`src/rtl/piano_pkg.sv`:
```
// Shared note table and key-index definitions for the piano / tone-generator family.
// HALF_US holds the half-period in microseconds of each chromatic note from C3 upward.
package piano_pkg;

   localparam int NOTE_COUNT = 36;
   localparam int KEY_IDX_W  = 6;

   localparam int unsigned HALF_US [NOTE_COUNT] = '{
      32'd3822, 32'd3608, 32'd3405, 32'd3214, 32'd3034, 32'd2864,
      32'd2703, 32'd2551, 32'd2408, 32'd2273, 32'd2145, 32'd2025,
      32'd1911, 32'd1804, 32'd1703, 32'd1607, 32'd1517, 32'd1432,
      32'd1351, 32'd1276, 32'd1204, 32'd1136, 32'd1073, 32'd1012,
      32'd956,  32'd902,  32'd851,  32'd804,  32'd758,  32'd716,
      32'd676,  32'd638,  32'd602,  32'd568,  32'd536,  32'd506
   };

   // Out-of-table indices fall back to the lowest note so the counter stays bounded.
   function automatic int unsigned half_us_of(input logic [KEY_IDX_W-1:0] key);
      if (key < KEY_IDX_W'(NOTE_COUNT)) begin
         return HALF_US[key];
      end else begin
         return HALF_US[0];
      end
   endfunction

endpackage

```
`src/rtl/key_debouncer.sv`:
```
// Synchronises a bank of raw switches and debounces them on a shared sample tick.
// A level is accepted once two consecutive tick samples agree.
module key_debouncer #(
   parameter int WIDTH      = 36,
   parameter int DEB_CYCLES = 50000
) (
   input  logic             clk,
   input  logic             rst_n,
   input  logic [WIDTH-1:0] din,
   output logic [WIDTH-1:0] dout
);

   localparam int TICK_W = (DEB_CYCLES > 1) ? $clog2(DEB_CYCLES) : 1;

   logic [WIDTH-1:0]  sync1_r;
   logic [WIDTH-1:0]  sync2_r;
   logic [WIDTH-1:0]  sample_r;
   logic [WIDTH-1:0]  db_r;
   logic [TICK_W-1:0] tick_cnt_r;
   logic              tick_s;
   logic [WIDTH-1:0]  stable_s;

   assign tick_s   = (tick_cnt_r == TICK_W'(DEB_CYCLES - 1));
   assign stable_s = ~(sync2_r ^ sample_r);

   // Synchroniser, tick counter and per-key stability compare.
   always_ff @(posedge clk or negedge rst_n) begin
      if (!rst_n) begin
         sync1_r    <= '0;
         sync2_r    <= '0;
         sample_r   <= '0;
         db_r       <= '0;
         tick_cnt_r <= '0;
      end else begin
         sync1_r <= din;
         sync2_r <= sync1_r;
         if (tick_s) begin
            tick_cnt_r <= '0;
            sample_r   <= sync2_r;
            db_r       <= (db_r & ~stable_s) | (sync2_r & stable_s);
         end else begin
            tick_cnt_r <= tick_cnt_r + TICK_W'(1);
         end
      end
   end

   assign dout = db_r;

endmodule

```
`src/rtl/poly_tone_gen.sv`:
```
// Polyphonic square-wave tone generator: debounced keys are allocated to a small
// pool of channels, lowest free key to lowest free channel, one assignment per cycle.
module poly_tone_gen
   import piano_pkg::*;
#(
   parameter int NUM_KEYS   = 36,
   parameter int NUM_CH     = 6,
   parameter int CLK_MHZ    = 50,
   parameter int CNT_W      = 21,
   parameter int DEB_CYCLES = 50000
) (
   input  logic                        clk,
   input  logic                        rst_n,
   input  logic [NUM_KEYS-1:0]         switches,
   output logic [NUM_CH-1:0]           speaker,
   output logic [NUM_CH-1:0]           ch_valid,
   output logic [NUM_CH*KEY_IDX_W-1:0] ch_key,
   output logic [NUM_KEYS-1:0]         keys_db
);

   if (NUM_KEYS > NOTE_COUNT) begin : g_key_range_check
      $error("poly_tone_gen: NUM_KEYS exceeds the note table length");
   end

   logic [NUM_KEYS-1:0]  keys_db_s;
   logic [NUM_KEYS-1:0]  held_s;
   logic [NUM_KEYS-1:0]  cand_s;
   logic                 pend_found_s;
   logic [KEY_IDX_W-1:0] pend_key_s;
   logic [NUM_CH-1:0]    ch_valid_r;
   logic [NUM_CH-1:0]    ch_valid_nxt_s;
   logic [NUM_CH-1:0]    key_db_at_s;
   logic [NUM_CH-1:0]    release_s;
   logic [NUM_CH-1:0]    free_oh_s;
   logic [NUM_CH-1:0]    assign_oh_s;
   logic [KEY_IDX_W-1:0] ch_key_r     [NUM_CH];
   logic [KEY_IDX_W-1:0] ch_key_nxt_s [NUM_CH];

   key_debouncer #(
      .WIDTH      (NUM_KEYS),
      .DEB_CYCLES (DEB_CYCLES)
   ) u_key_debouncer (
      .clk   (clk),
      .rst_n (rst_n),
      .din   (switches),
      .dout  (keys_db_s)
   );

   // Which keys are already voiced, and which voiced keys have been let go.
   always_comb begin
      held_s      = '0;
      key_db_at_s = '0;
      for (int ch = 0; ch < NUM_CH; ch++) begin
         for (int k = 0; k < NUM_KEYS; k++) begin
            held_s[k]       = held_s[k] | (ch_valid_r[ch] & (ch_key_r[ch] == KEY_IDX_W'(k)));
            key_db_at_s[ch] = key_db_at_s[ch] | (keys_db_s[k] & (ch_key_r[ch] == KEY_IDX_W'(k)));
         end
      end
      release_s = ch_valid_r & ~key_db_at_s;
      cand_s    = keys_db_s & ~held_s;
   end

   // Lowest pending key; ~v & (v+1) isolates the lowest channel invalid at cycle start.
   always_comb begin
      pend_key_s = '0;
      for (int k = NUM_KEYS - 1; k >= 0; k--) begin
         pend_key_s = cand_s[k] ? KEY_IDX_W'(k) : pend_key_s;
      end
      pend_found_s = |cand_s;
      free_oh_s    = ~ch_valid_r & (ch_valid_r + NUM_CH'(1));
      assign_oh_s  = pend_found_s ? free_oh_s : '0;
      for (int ch = 0; ch < NUM_CH; ch++) begin
         ch_valid_nxt_s[ch] = (ch_valid_r[ch] & ~release_s[ch]) | assign_oh_s[ch];
         ch_key_nxt_s[ch]   = assign_oh_s[ch] ? pend_key_s : ch_key_r[ch];
      end
   end

   // Channel ownership registers.
   always_ff @(posedge clk or negedge rst_n) begin
      if (!rst_n) begin
         ch_valid_r <= '0;
         for (int ch = 0; ch < NUM_CH; ch++) begin
            ch_key_r[ch] <= '0;
         end
      end else begin
         ch_valid_r <= ch_valid_nxt_s;
         for (int ch = 0; ch < NUM_CH; ch++) begin
            ch_key_r[ch] <= ch_key_nxt_s[ch];
         end
      end
   end

   assign ch_valid = ch_valid_r;
   assign keys_db  = keys_db_s;

   for (genvar i = 0; i < NUM_CH; i++) begin : g_ch
      logic [CNT_W-1:0] cnt_r;
      logic [CNT_W-1:0] cnt_nxt_s;
      logic [CNT_W-1:0] tc_m1_s;
      logic             wave_r;
      logic             wave_nxt_s;
      logic             spk_r;

      assign tc_m1_s = CNT_W'(32'(CLK_MHZ) * half_us_of(ch_key_r[i]) - 32'd1);

      // Half-period counter; a fresh assignment restarts the tone at phase zero.
      always_comb begin
         cnt_nxt_s  = cnt_r;
         wave_nxt_s = wave_r;
         if (assign_oh_s[i]) begin
            cnt_nxt_s  = '0;
            wave_nxt_s = 1'b0;
         end else if (ch_valid_r[i]) begin
            if (cnt_r == tc_m1_s) begin
               cnt_nxt_s  = '0;
               wave_nxt_s = ~wave_r;
            end else begin
               cnt_nxt_s  = cnt_r + CNT_W'(1);
            end
         end else begin
            cnt_nxt_s  = cnt_r;
            wave_nxt_s = wave_r;
         end
      end

      // Wave state and gated speaker output.
      always_ff @(posedge clk or negedge rst_n) begin
         if (!rst_n) begin
            cnt_r  <= '0;
            wave_r <= 1'b0;
            spk_r  <= 1'b0;
         end else begin
            cnt_r  <= cnt_nxt_s;
            wave_r <= wave_nxt_s;
            spk_r  <= wave_nxt_s & ch_valid_nxt_s[i];
         end
      end

      assign speaker[i] = spk_r;
      assign ch_key[i*KEY_IDX_W +: KEY_IDX_W] = ch_key_r[i];
   end

endmodule

```
`config.mk`:
```
export PLATFORM = sky130hd
export DESIGN_NAME = poly_tone_gen
export DESIGN_NICKNAME = d
export VERILOG_FILES = /design/src/rtl/piano_pkg.sv /design/src/rtl/key_debouncer.sv /design/src/rtl/poly_tone_gen.sv
export SDC_FILE = /design/constraint.sdc
export NUM_CORES = 2
export LEC_CHECK = 0
export BUFFER_PORTS_ARGS = -buffer_cell sky130_fd_sc_hd__clkbuf_2
export CAP_MARGIN = 20
export CORE_AREA = 10 10 354 356
export CTS_BUF_LIST = sky130_fd_sc_hd__clkbuf_4 sky130_fd_sc_hd__clkbuf_8
export DETAILED_ROUTE_END_ITERATION = 16
export DIE_AREA = 0 0 364 366
export GPL_TIMING_DRIVEN = 0
export MAX_ROUTING_LAYER = met4
export PLACE_DENSITY = 0.5
export SYNTH_ARGS = -nofsm -noshare
export SYNTH_HDL_FRONTEND = slang
export SYNTH_HIERARCHICAL = 1
export SYNTH_SLANG_ARGS = --single-unit
```
`constraint.sdc`:
```
create_clock -name clk -period 9.9 [get_ports clk]
set_clock_uncertainty 0.15 [all_clocks]
set_input_delay 1.485 -clock clk [delete_from_list [all_inputs] [get_ports clk]]
set_output_delay 1.485 -clock clk [all_outputs]
set_load 0.03 [all_outputs]
```
Word-level counts from Yosys, hierarchy flattened
Memories as Yosys holds them, arrays and structs flattened.
Index checks and enable logic that the tools add are counted.
- add/sub/neg operators: 14
- multipliers: 6
- magnitude comparators: 12
- equality and inequality tests: 217
- muxes and demuxes: 92
- bitwise operators: 870
- reductions and logical operators: 13
- operator list (operator ; number):
    $eq 6x5->1 const B ; 96
    $mux 32 ; 18
    $and 1x1->1 ; 444
    $or 1x1->1 ; 396
    $mux 21 ; 18
    $eq 6x4->1 const B ; 48
    $mux 6 ; 37
    $mul 5x32->20 const A ; 6
    $eq 6x3->1 const B ; 24
    $eq 6x6->1 const B ; 24
    $add 21x1->21 const B ; 6
    $eq 21x21->1 ; 6
    $sub 21x1->21 const B ; 6
    $and 36x36->36 ; 3
    $not 36->36 ; 3
    $eq 6x2->1 const B ; 12
    $ge 7x7->1 const B ; 6
    $not 6->7 ; 6
    $eq 6x1->1 const B ; 6
    $logic_not 6->1 ; 6
    $lt 6x6->1 const B ; 6
    $or 36x36->36 ; 1
    $reduce_or 36->1 ; 1
    $xor 36x36->36 ; 1
    9 further kinds ; 44
- register bits after elaboration: 340
- ROM bits: 12288
- input bits: 38
- output and inout port bits: 84
- logic and storage cells: 1260
- memories: 6
- memory list (memory ; words ; width ; rd ports ; clocked after Yosys merged registers in ; wr ports ; line ; source):
    (name not given) ; 64 ; 32 ; 1 ; 0 ; 0 ; piano_pkg.sv:20 ; return HALF_US[key];
    (name not given) ; 64 ; 32 ; 1 ; 0 ; 0 ; piano_pkg.sv:20 ;
    (name not given) ; 64 ; 32 ; 1 ; 0 ; 0 ; piano_pkg.sv:20 ;
    (name not given) ; 64 ; 32 ; 1 ; 0 ; 0 ; piano_pkg.sv:20 ;
    (name not given) ; 64 ; 32 ; 1 ; 0 ; 0 ; piano_pkg.sv:20 ;
    (name not given) ; 64 ; 32 ; 1 ; 0 ; 0 ; piano_pkg.sv:20 ;

Logic depth before layout (Yosys ltp)
- depth after elaboration: 45
- gate-level depth with buffers: 30
- mapped depth without buffers: 25

Cells and area by module
The synthesis kept the hierarchy.
- by module, submodules not included (module ; times used ; cells an instance ; area each (sq um) ; seq. area each (sq um)):
    poly_tone_gen ; 1 ; 3861 ; 29513.3 ; 4504.3
    key_debouncer ; 1 ; 445 ; 5599.1 ; 4003.8

Least setup slack after synthesis
Ideal clock, no wire load.
- kind: reg2reg
- start point: register ch_key_r (netlist bit ch_key[2])
- end point: register g_ch[0].cnt_r[10]
- library setup time: 0.121 ns
- arrival: 7.168 ns
- required time: 9.629 ns
- setup slack: 2.461 ns
- cell stages (with the launch flop): 26
- buffers on the path: 8
- period minus slack after synthesis: 7.439 ns
- path through: dfrtp_1 -> buf_2 -> buf_1 -> buf_1 -> clkbuf_1 -> clkbuf_1 -> clkbuf_1 -> o21ai_0 -> a222oi_1 -> ha_1 -> ha_1 -> fa_1 -> ha_1 -> clkbuf_1 -> or3_1 -> a211o_1 -> a2111oi_0 -> nor3_1 -> mux2i_1 -> nand4b_1 -> or4b_1 -> o31a_1 -> nor4_4 -> nor2_1 -> buf_2 -> a22o_1
- word-level cells in the longest chain between the ends: 12
- elaborated cells between the ends (all ways): 269
- classes of those cells: add/sub: 1; mul: 1; order compare: 1; eq/ne: 36; mux: 7; bitwise: 219; reduce/logical: 3; memory: 1
- RTL lines (element ; line ; source):
    start: declaration ; poly_tone_gen.sv:36 ; logic [KEY_IDX_W-1:0] ch_key_r [NUM_CH];
    start signal: indexed assignment ; poly_tone_gen.sv:88 ; ch_key_r[ch] <= ch_key_nxt_s[ch];
    branches (longest 12 deep; another with $mem_v2 64x32) ; - ;
    end signal: assignment ; poly_tone_gen.sv:133 ; cnt_r <= cnt_nxt_s;
    end: declaration ; poly_tone_gen.sv:97 ; logic [CNT_W-1:0] cnt_r;
Several ways; the timed one is not identified. The select of a mux whose other input is x is not followed.
A chain may end at the register's enable or synchronous reset.

Final worst setup path
- start point: register ch_key_r (netlist bit ch_key[2])
- end point: register g_ch[0].cnt_r[13]
The elaborated chain is that of the path after synthesis.

==> impl_metrics.py <==
metrics = {
    "cts": {
        "cts.path.max_buffers": 3,
        "cts_setup_buffers": 0,
        "clock-sinks": 340,
        "clkLatencyLatePin_ps": 740,
        "cts_tree": "built",
        "clk_pin_slew_ps": 60,
        "cts_hold_buf": 0,
        "root_buffer": "clkbuf_8",
        "cts_resized": 0,
        "numCtsBuffers": 68,
        "htreeDepth": 3,
    },
    "placed_design": {
        "preCtsSetupSlack_ps": 857.5,
        "port_buffers": 121,
        "dpl_cell_area_um2": 37800,
        "routabilityCongestion": 0.9851,
        "place_inst": 5972,
        "hpwlAfterDp_um": 101400,
    },
    "floorplan": {
        "core_um2": 117800,
        "die-width_um": 364,
        "start_util_pct": 29.82,
        "ios": 122,
        "die-area_um2": 133200,
        "rows": 126,
        "die_y_um": 366,
    },
    "logic_synthesis": {
        "synthesis.nets": 4705,
        "avgSynthCellArea_um2": 8.154,
        "syn_area_um2": 35110,
        "yosysUniqueCellTypes": 107,
        "ys.flop_type": "dfrtp_1",
        "synth-edff-count": 0,
        "yosysSeqAreaShare_pct": 24.23,
        "ys_warn_count": 6,
        "async_flop_share_pct": 100.0,
        "netlist_instances": 4306,
        "synth-seq-cells": 340,
    },
    "grt": {
        "grt_max_degree": 110,
        "first_global_vias": 33380,
        "grt_first_pass_wirelength_um": 207200,
        "grt_usage_pct": 20.20,
        "grt.overflow.total": 0,
        "grt_antenna_before_repair": 5,
    },
    "layout": {
        "syn_to_final_growth_pct": 11.92,
        "fin_cells": 6097,
        "nets": 4906,
        "fin_area_um2": 39300,
        "utilization_pct": 33.37,
        "n_fill_cell": 12520,
        "drive_gt1_share_pct": 9.572,
    },
    "setup_path": {
        "crit_top_cell": "clkbuf_1",
        "worstSetupEndpointType": "register",
        "cp_top_family": "buffers and inverters",
        "crit_fanout": 10,
        "critical_path_class": "reg2reg",
        "critPathSlowestCell": "o311ai_1",
        "arrival_ps": 9590,
        "startpoint_type": "register",
        "crit_buf_inv": 8,
        "max_stage_delay_ps": 880,
        "cp.required_ps": 10330,
    },
    "sta": {
        "hold_violations": 0,
        "relSlewSlack_pct": 15.88,
        "tightestPinTransition_ps": 1257,
        "slew_viol_final": 0,
        "setup_viol": 0,
        "timing.final.crit_share_pct": 92.55,
        "fin_ws_ps": 737.8,
        "period_minus_slack_ps": 9162,
        "max_freq_mhz": 109.1,
        "rsz0062_at_grt": "false",
    },
    "route": {
        "dr.first_iter.drc_count": 3227,
        "wl_per_cell_um": 22.31,
        "drt_wl_total_um": 136100,
        "drc": 0,
        "ant_nets": 0,
        "via_count": 34970,
        "first_pass_iters": 7,
        "viasPerCell": 5.735,
    },
    "pwr": {
        "power_w": 0.003048,
        "seqPwrFrac_pct": 46.5,
        "combPwrFrac_pct": 1.3,
        "switching_share_pct": 24.09,
        "power_density_nw_per_um2": 77.56,
        "switchingPower_w": 0.0007342,
        "leakage_nw": 16.19,
        "ir_drop_mv": 0.1118,
        "power.internal_w": 0.002314,
        "clkPwrFrac_pct": 52.3,
    },
    "worst_hold_path": {
        "min_path_type": "reg2reg",
    },
    "run": {
        "maxCapViolCount": 0,
    },
    "status": {
        "status": "completed",
    },
}
Yosys cell counts, types with 50 or more instances:
library cell  number  area [um2]
nor2_1           335        1257
nor3_1           109       545.5
o211ai_1          52       390.4
nand2b_1          64       400.4
inv_1            214       803.3
ha_1             319        3991
mux2i_1           50       500.5
a21oi_1          277        1386
nand4_1           74       462.9
o22ai_1           89       556.8
dfrtp_1          340        8508
nand3_1          174       870.8
nand2_1          321        1205
o21ai_0          258        1291
xnor2_1          126        1104
clkbuf_1         181       679.4
and3_1            95       594.3
a31oi_1           75       469.2
xor2_1           145        1270
layout make-up:
| cell class | count | area [um2] | share of cell area [%] |
|---|---|---|---|
| Tap cell | 1536 | 1922 | 4.890 |
| Multi-Input combinational cell | 3476 | 24650 | 62.73 |
| Inverter | 224 | 840.8 | 2.140 |
| Timing Repair Buffer | 131 | 745.7 | 1.898 |
| Antenna cell | 6 | 15.01 | 0.03821 |
| Buffer | 266 | 1137 | 2.894 |
| Clock buffer | 100 | 1251 | 3.184 |
| Clock inverter | 18 | 225.2 | 0.5731 |
| Sequential cell | 340 | 8508 | 21.65 |
per-stage QoR:
| stage | hold WS, ps | setup TNS [ps] |
|---|---|---|
| after global routing | 197.4 | 0 |
| after floorplan | 181.2 | 0 |
| after detailed placement | 184.7 | 0 |
| final | 191.8 | 0 |
| after CTS | 196.6 | 0 |
| after global placement | 184.3 | -388080 |
worst register-to-register path: cells and delay by family, from the launching register on:
family | cells | cell delay, ps
compound gates | 7 | 2510
buf+inv | 8 | 2710
xor+xnor | 1 | 180
simple gates | 5 | 1540
fa+ha+maj | 4 | 1530
flops | 1 | 430
per-layer routing:
layer | GRT usage, % | vias to the layer above | wire length (um)
met4 | 6.286 | 0 | 4356
met2 | 30.36 | 1271 | 59530
met5 | - | - | 0
li1 | - | 16400 | -
met3 | 4.750 | 259 | 10960
met1 | 26.61 | 17040 | 61210
final timing paths:
check,startpoint,to,slack [ps],cells after the start
min reg2reg,u_key_debouncer/sync1_r[1]$_DFF_PN0_,u_key_debouncer/sync2_r[1]$_DFF_PN0_,190,0
max in group asynchronous,rst_n,g_ch[2].cnt_r[17]$_DFFE_PN0P_,7600,3
min in group asynchronous,rst_n,g_ch[4].cnt_r[17]$_DFFE_PN0P_,530,1
max reg2reg,ch_key[2]$_DFFE_PN0P_,g_ch[0].cnt_r[13]$_DFFE_PN0P_,740,25
min,u_key_debouncer/sync1_r[1]$_DFF_PN0_,u_key_debouncer/sync2_r[1]$_DFF_PN0_,190,0
max,ch_key[2]$_DFFE_PN0P_,g_ch[0].cnt_r[13]$_DFFE_PN0P_,740,25
cells by family (layout without fill, tap and decap cells):
family,count (synthesis),after routing,synth area share [%]
AOI/OAI and AO/OA,1257,1257,24.02
muxes,91,91,2.965
and+or+nand+nor,1487,1487,22.06
other,0,6,0
DFF,340,340,24.23
buffers and inverters,490,739,5.634
adders and majority gates,361,361,13.76
xor gates and xnor gates,280,280,7.323
power groups by stage:
stage               clock, W  sequential [W]  combinational (W)
CTS                  0.00165         0.00142          0.0000429
finish               0.00159         0.00142          0.0000394
detailed placement         0         0.00144          0.0000428
floorplan                  0         0.00144        0.000000356
global placement           0         0.00144          0.0000381
global route         0.00171         0.00142          0.0000467
placed cells by master, fill, tap and decap left out, types with 47 or more instances in the layout:
cell type	netlist	final
dfrtp_1	340	340
nor2_1	335	335
nand2_1	321	321
ha_1	319	319
a21oi_1	277	276
o21ai_0	258	258
inv_1	214	214
clkbuf_1	181	181
nand3_1	174	174
xor2_1	145	145
xnor2_1	126	126
clkbuf_2	1	122
nor3_1	109	108
and3_1	95	95
o22ai_1	89	89
clkbuf_8	0	81
a31oi_1	75	74
nand4_1	74	74
nand2b_1	64	64
o211ai_1	52	52
mux2i_1	50	50
nor2b_1	47	47
No activity file was read; power rests on OpenSTA's default activity.
